===== config.mk =====
export PLATFORM = sky130hd
export DESIGN_NAME = lu_serial_sequencer
export DESIGN_NICKNAME = d
export VERILOG_FILES = /design/src/rtl/lu_serial_sequencer.sv
export SDC_FILE = /design/constraint.sdc
export NUM_CORES = 1
export LEC_CHECK = 0
export ABC_AREA = 1
export CORE_MARGIN = 1.5
export CORE_UTILIZATION = 44
export CTS_CLUSTER_SIZE = 24
export DETAILED_ROUTE_END_ITERATION = 7
export PLACE_DENSITY_LB_ADDON = 0.25
export REMOVE_ABC_BUFFERS = 1
export SYNTH_ARGS = -nofsm -noshare
export SYNTH_HDL_FRONTEND = slang
export SYNTH_SLANG_ARGS = --single-unit

===== constraint.sdc =====
create_clock -name clk -period 2 [get_ports clk]
set_clock_uncertainty 0.05 [all_clocks]
set_input_delay 0.4 -clock clk [delete_from_list [all_inputs] [get_ports clk]]
set_output_delay 0.4 -clock clk [all_outputs]
set_load 0.005 [all_outputs]

===== src/rtl/lu_serial_sequencer.sv =====
// Bit-serial AND/OR/NOT/XOR sequencer: word request in, one bit per cycle LSB first, word result out.
// Optional LU_ZERO_FLAG_EN adds a registered result==0 flag on the zero port.
module lu_serial_sequencer #(
   parameter int WIDTH = 8,
   parameter int CNT_W = $clog2(WIDTH)
) (
   input  logic             clk,
   input  logic             rst,
   input  logic             start_valid,
   output logic             start_ready,
   input  logic [1:0]       op,
   input  logic [WIDTH-1:0] a,
   input  logic [WIDTH-1:0] b,
   output logic             res_valid,
   input  logic             res_ready,
   output logic [WIDTH-1:0] result,
   output logic             busy,
   output logic [CNT_W-1:0] bit_idx
`ifdef LU_ZERO_FLAG_EN
   ,
   output logic             zero
`endif
);

   typedef enum logic [1:0] {
      IDLE = 2'd0,
      RUN  = 2'd1,
      DONE = 2'd2
   } state_t;

   localparam logic [CNT_W-1:0] LAST_IDX = CNT_W'(WIDTH - 1);

   state_t             state_r, state_s;
   logic [1:0]         op_r, op_s;
   logic [WIDTH-1:0]   a_r, a_s;
   logic [WIDTH-1:0]   b_r, b_s;
   logic [WIDTH-1:0]   result_r, result_s;
   logic [CNT_W-1:0]   bit_idx_r, bit_idx_s;
   logic               res_valid_r, res_valid_s;
   logic               busy_r, busy_s;
`ifdef LU_ZERO_FLAG_EN
   logic               zero_r, zero_s;
`endif

   // S1 S0 select: 00 AND, 01 OR, 10 NOT X, 11 XOR
   function automatic logic lu_bit(input logic [1:0] sel, input logic x, input logic y);
      logic r;
      case (sel)
         2'b00:   r = x & y;
         2'b01:   r = x | y;
         2'b10:   r = ~x;
         2'b11:   r = x ^ y;
         default: r = 1'b0;
      endcase
      return r;
   endfunction

   // Next-state and datapath decode; res_valid lags DONE entry by one cycle so the final word is registered first
   always_comb begin
      state_s     = state_r;
      op_s        = op_r;
      a_s         = a_r;
      b_s         = b_r;
      result_s    = result_r;
      bit_idx_s   = bit_idx_r;
      res_valid_s = res_valid_r;
      busy_s      = busy_r;
`ifdef LU_ZERO_FLAG_EN
      zero_s      = zero_r;
`endif
      case (state_r)
         IDLE: begin
            if (start_valid) begin
               op_s      = op;
               a_s       = a;
               b_s       = b;
               result_s  = {WIDTH{1'b0}};
               bit_idx_s = {CNT_W{1'b0}};
               busy_s    = 1'b1;
               state_s   = RUN;
            end else begin
               state_s   = IDLE;
            end
         end
         RUN: begin
            result_s[bit_idx_r] = lu_bit(op_r, a_r[bit_idx_r], b_r[bit_idx_r]);
            if (bit_idx_r == LAST_IDX) begin
               bit_idx_s = {CNT_W{1'b0}};
               state_s   = DONE;
`ifdef LU_ZERO_FLAG_EN
               zero_s    = (result_s == {WIDTH{1'b0}});
`endif
            end else begin
               bit_idx_s = bit_idx_r + CNT_W'(1);
            end
         end
         DONE: begin
            if (!res_valid_r) begin
               res_valid_s = 1'b1;
            end else if (res_ready) begin
               res_valid_s = 1'b0;
               busy_s      = 1'b0;
               state_s     = IDLE;
`ifdef LU_ZERO_FLAG_EN
               zero_s      = 1'b0;
`endif
            end else begin
               res_valid_s = 1'b1;
            end
         end
         default: begin
            state_s     = IDLE;
            bit_idx_s   = {CNT_W{1'b0}};
            res_valid_s = 1'b0;
            busy_s      = 1'b0;
         end
      endcase
   end

   // State and datapath registers with synchronous reset
   always_ff @(posedge clk) begin
      if (rst) begin
         state_r     <= IDLE;
         op_r        <= 2'b00;
         a_r         <= {WIDTH{1'b0}};
         b_r         <= {WIDTH{1'b0}};
         result_r    <= {WIDTH{1'b0}};
         bit_idx_r   <= {CNT_W{1'b0}};
         res_valid_r <= 1'b0;
         busy_r      <= 1'b0;
`ifdef LU_ZERO_FLAG_EN
         zero_r      <= 1'b0;
`endif
      end else begin
         state_r     <= state_s;
         op_r        <= op_s;
         a_r         <= a_s;
         b_r         <= b_s;
         result_r    <= result_s;
         bit_idx_r   <= bit_idx_s;
         res_valid_r <= res_valid_s;
         busy_r      <= busy_s;
`ifdef LU_ZERO_FLAG_EN
         zero_r      <= zero_s;
`endif
      end
   end

   assign start_ready = (state_r == IDLE);
   assign res_valid   = res_valid_r;
   assign result      = result_r;
   assign busy        = busy_r;
   assign bit_idx     = bit_idx_r;
`ifdef LU_ZERO_FLAG_EN
   assign zero        = zero_r;
`endif

endmodule


==> results of run 1 <==
per-layer routing:
metal	vias to the layer above	global-route usage
met4	0	0.0972
met1	627	0.236
met2	39	0.257
met5	-	0
met3	9	0.0577
li1	784	-
where the power goes:
group	total, W	leakage (nW)	internal, W	switching [W]
clock	0.000363	0.0320	0.000134	0.000229
sequential	0.000706	0.272	0.000687	0.0000191
combinational	0.000222	0.526	0.000106	0.000116
total	0.00129	0.830	0.000927	0.000364
cell usage after synthesis (all sizes together):
| master | count |
|---|---|
| inv | 23 |
| a211oi | 6 |
| ha | 4 |
| nand3 | 10 |
| nand4 | 4 |
| a21oi | 28 |
| o22ai | 2 |
| nor4 | 1 |
| o211ai | 1 |
| or2 | 1 |
| nand3b | 4 |
| buf | 7 |
| o21ai | 4 |
| a22oi | 1 |
| nor2 | 23 |
| nor3 | 1 |
| clkbuf | 4 |
| nand2 | 59 |
| dfxtp | 33 |
flip-flops by register name (all words and copies together), names as in the netlist:
name       count
state_r        2
a_r            8
bit_idx        3
op_r           2
busy           1
result         8
b_r            8
res_valid      1
worst register-to-register path, cell delays in order, from the launching register on:
cell and delay (ps):
dfxtp_4 400, inv_4 50, nor2_2 110, inv_2 60, nor2_2 120, a22oi_1 70, nand4_1 120, inv_1 60
ha_1 260, nand3_1 120, nand3_4 140, o21ai_2 140, inv_1 50
metrics by stage:
step                      setup TNS, ps  hold WS (ps)
after floorplan                       0           385
after global placement                0           400
after detailed placement          -16.2           406
after CTS                             0           420
after global routing              -4.56           446
final                                 0           414
worst paths after layout:
path	start	end	slack, ps
hold reg to reg	busy	busy	410
hold / removal	busy	busy	410
setup / recovery	state_r[1]	start_ready	150
setup reg to reg	bit_idx[2]	result[6]	160
cells by family after synthesis:
family / count (synthesis)
AOI/OAI and AO/OA: 42
adders and majority gates: 4
DFF: 33
and+or+nand+nor: 103
buffers and inverters: 34
cell type report:
class                      instances  area share
multi-input combinational        149       0.376
tap                               46      0.0274
clock buffer                       6      0.0197
inverter                          23      0.0435
clock inverter                     2     0.00477
timing repair buffer              45       0.209
sequential                        33       0.320
timing repair:
item                       in CTS  in global routing
hold buffers                    0                  0
gates resized for setup         2                 17
setup endpoints to repair       6                  8
pin swaps                       0                  4
buffers inserted                0                  2
==> flow_metrics.env, run 1 <==
export IMPL_layout_commonest_cell="nand2_1"
export IMPL_drc_errors=0
export IMPL_synth_area_um2=1570
export IMPL_tritoncts_num_buffers=5
export IMPL_drt_first_pass_iters=4
export IMPL_max_clock_path_buffers=2
export IMPL_clock_sinks=33
export IMPL_hold_depth=2
export IMPL_critPathCaptureType="output pin"
export IMPL_maxCapViolations=0
export IMPL_setup_ws_ps=152
export IMPL_cts_root_buffer="clkbuf_4"
export IMPL_finalCriticalPeriod_ps=1850
export IMPL_fin_cells=304
export IMPL_detail_route_antenna_nets=0
export IMPL_vias=1459
export IMPL_die_h_um=62.7
export IMPL_ff_latch_area_um2=672
export IMPL_synth_fa_ha_area_frac=0.0319
export IMPL_timing_final_crit_share=0.924
export IMPL_slowest_stage="clkdlybuf4s50_1"
export IMPL_yosysTopAreaCellShare=0.421
export IMPL_worstPathRequired_ps=1550
export IMPL_leakage_nw=0.830
export IMPL_multi_input_area_um2=790
export IMPL_netlist_top_cells_area="dfxtp_1, nand2_1, a21oi_1"
export IMPL_grt_ovfl_total=0
export IMPL_portBuffers=35
export IMPL_area_growth_synth_to_final_pct=33.7
export IMPL_critPathMaxFanout=5
export IMPL_grt_max_degree=35
export IMPL_antenna_found_initial=0
export IMPL_die_x_um=62.7
export IMPL_tritoncts="done"
export IMPL_synth_compound_area_frac=0.151
export IMPL_maxSlewViolCount=0
export IMPL_placed_area_um2=1980
export IMPL_synthMuxAreaShare=0
export IMPL_drt_iter0_markers=46
export IMPL_gp_congestion=0.848
export IMPL_layout_common_cells="nand2_1, clkdlybuf4s50_1, dfxtp_1"
export IMPL_fmax_ghz=0.541
export IMPL_cp_depth=2
export IMPL_worstSkewPairLatency_ps=340
export IMPL_drt_wirelength_per_cell_um=10.6
export IMPL_synth_area_leader_cell="dfxtp_1"
export IMPL_cts_max_level=2
export IMPL_fin_util=0.619
export IMPL_dieArea_um2=3940
export IMPL_nets=283
export IMPL_powerDensity_nw_per_um2=615
export IMPL_routed_wirelength_mm=3.23
export IMPL_viasPerCell=4.80
export IMPL_dr_wl_met2_mm=1.37
export IMPL_place_hpwl_mm=2.30
export IMPL_crit_arrival_ps=1400
export IMPL_cpPeakStageDelay_ps=510
export IMPL_start_util=0.463
export IMPL_hp_class="reg2reg"
export IMPL_pre_cts_slack_ps=-8.62
export IMPL_final_area_um2=2100
export IMPL_wl_met1_mm=1.60
export IMPL_row_count=21
export IMPL_tightestPinTransition_ps=526
export IMPL_synth_xor_area_share=0
export IMPL_yosys_area_share_simple=0.300
export IMPL_r2r_cells=12
export IMPL_clk_pin_slew_ps=100
export IMPL_setup_viol_count_final=0
export IMPL_totalPowerFinal_w=0.00129
export IMPL_diodes=0
export IMPL_core_area_um2=3390
export IMPL_grt_pass1_wl_mm=5.54
export IMPL_synth_seq_cells=33
export IMPL_yosys_warnings=0
export IMPL_relSlewSlack=0.649
export IMPL_synth_top_family_by_area="simple AND/OR/NAND/NOR gates"
export IMPL_status="finished clean"
export IMPL_syn_area_per_cell_um2=7.27
export IMPL_grt_use_total=0.179
export IMPL_crit_chain="nor2_2, clkdlybuf4s50_1"
export IMPL_crit_path_start_kind="register"
export IMPL_wl_met3_um=173
export IMPL_vdd_drop_max_v=0.000425
export IMPL_synth_seq_area_share=0.421
export IMPL_pin_count=36
export IMPL_syn_instance_count=216
export IMPL_top_layer_used="met4"
export IMPL_cpLargestDelayFamily="buffers and inverters"
export IMPL_path_class="reg2out"
export IMPL_dp_cells=294
export IMPL_path_buf_inv=1
export IMPL_fillers=297
export IMPL_hold_violations=0
export IMPL_grt_pass1_vias=1278
export IMPL_synth_distinct_cells=28
export IMPL_drive_above_1_share=0.171
No activity file was read; power rests on OpenSTA's default activity.
==> inputs of run 2 (changes only) <==
--- a/config.mk
+++ b/config.mk
@@ -8,6 +8,7 @@
 export ABC_AREA = 1
 export CORE_MARGIN = 1.5
 export CORE_UTILIZATION = 44
+export CTS_CLUSTER_DIAMETER = 150
 export CTS_CLUSTER_SIZE = 24
 export DETAILED_ROUTE_END_ITERATION = 7
 export PLACE_DENSITY_LB_ADDON = 0.25
==> results of run 2 <==
Same layout as run 1: the final DEF is identical, and so are final timing and power.
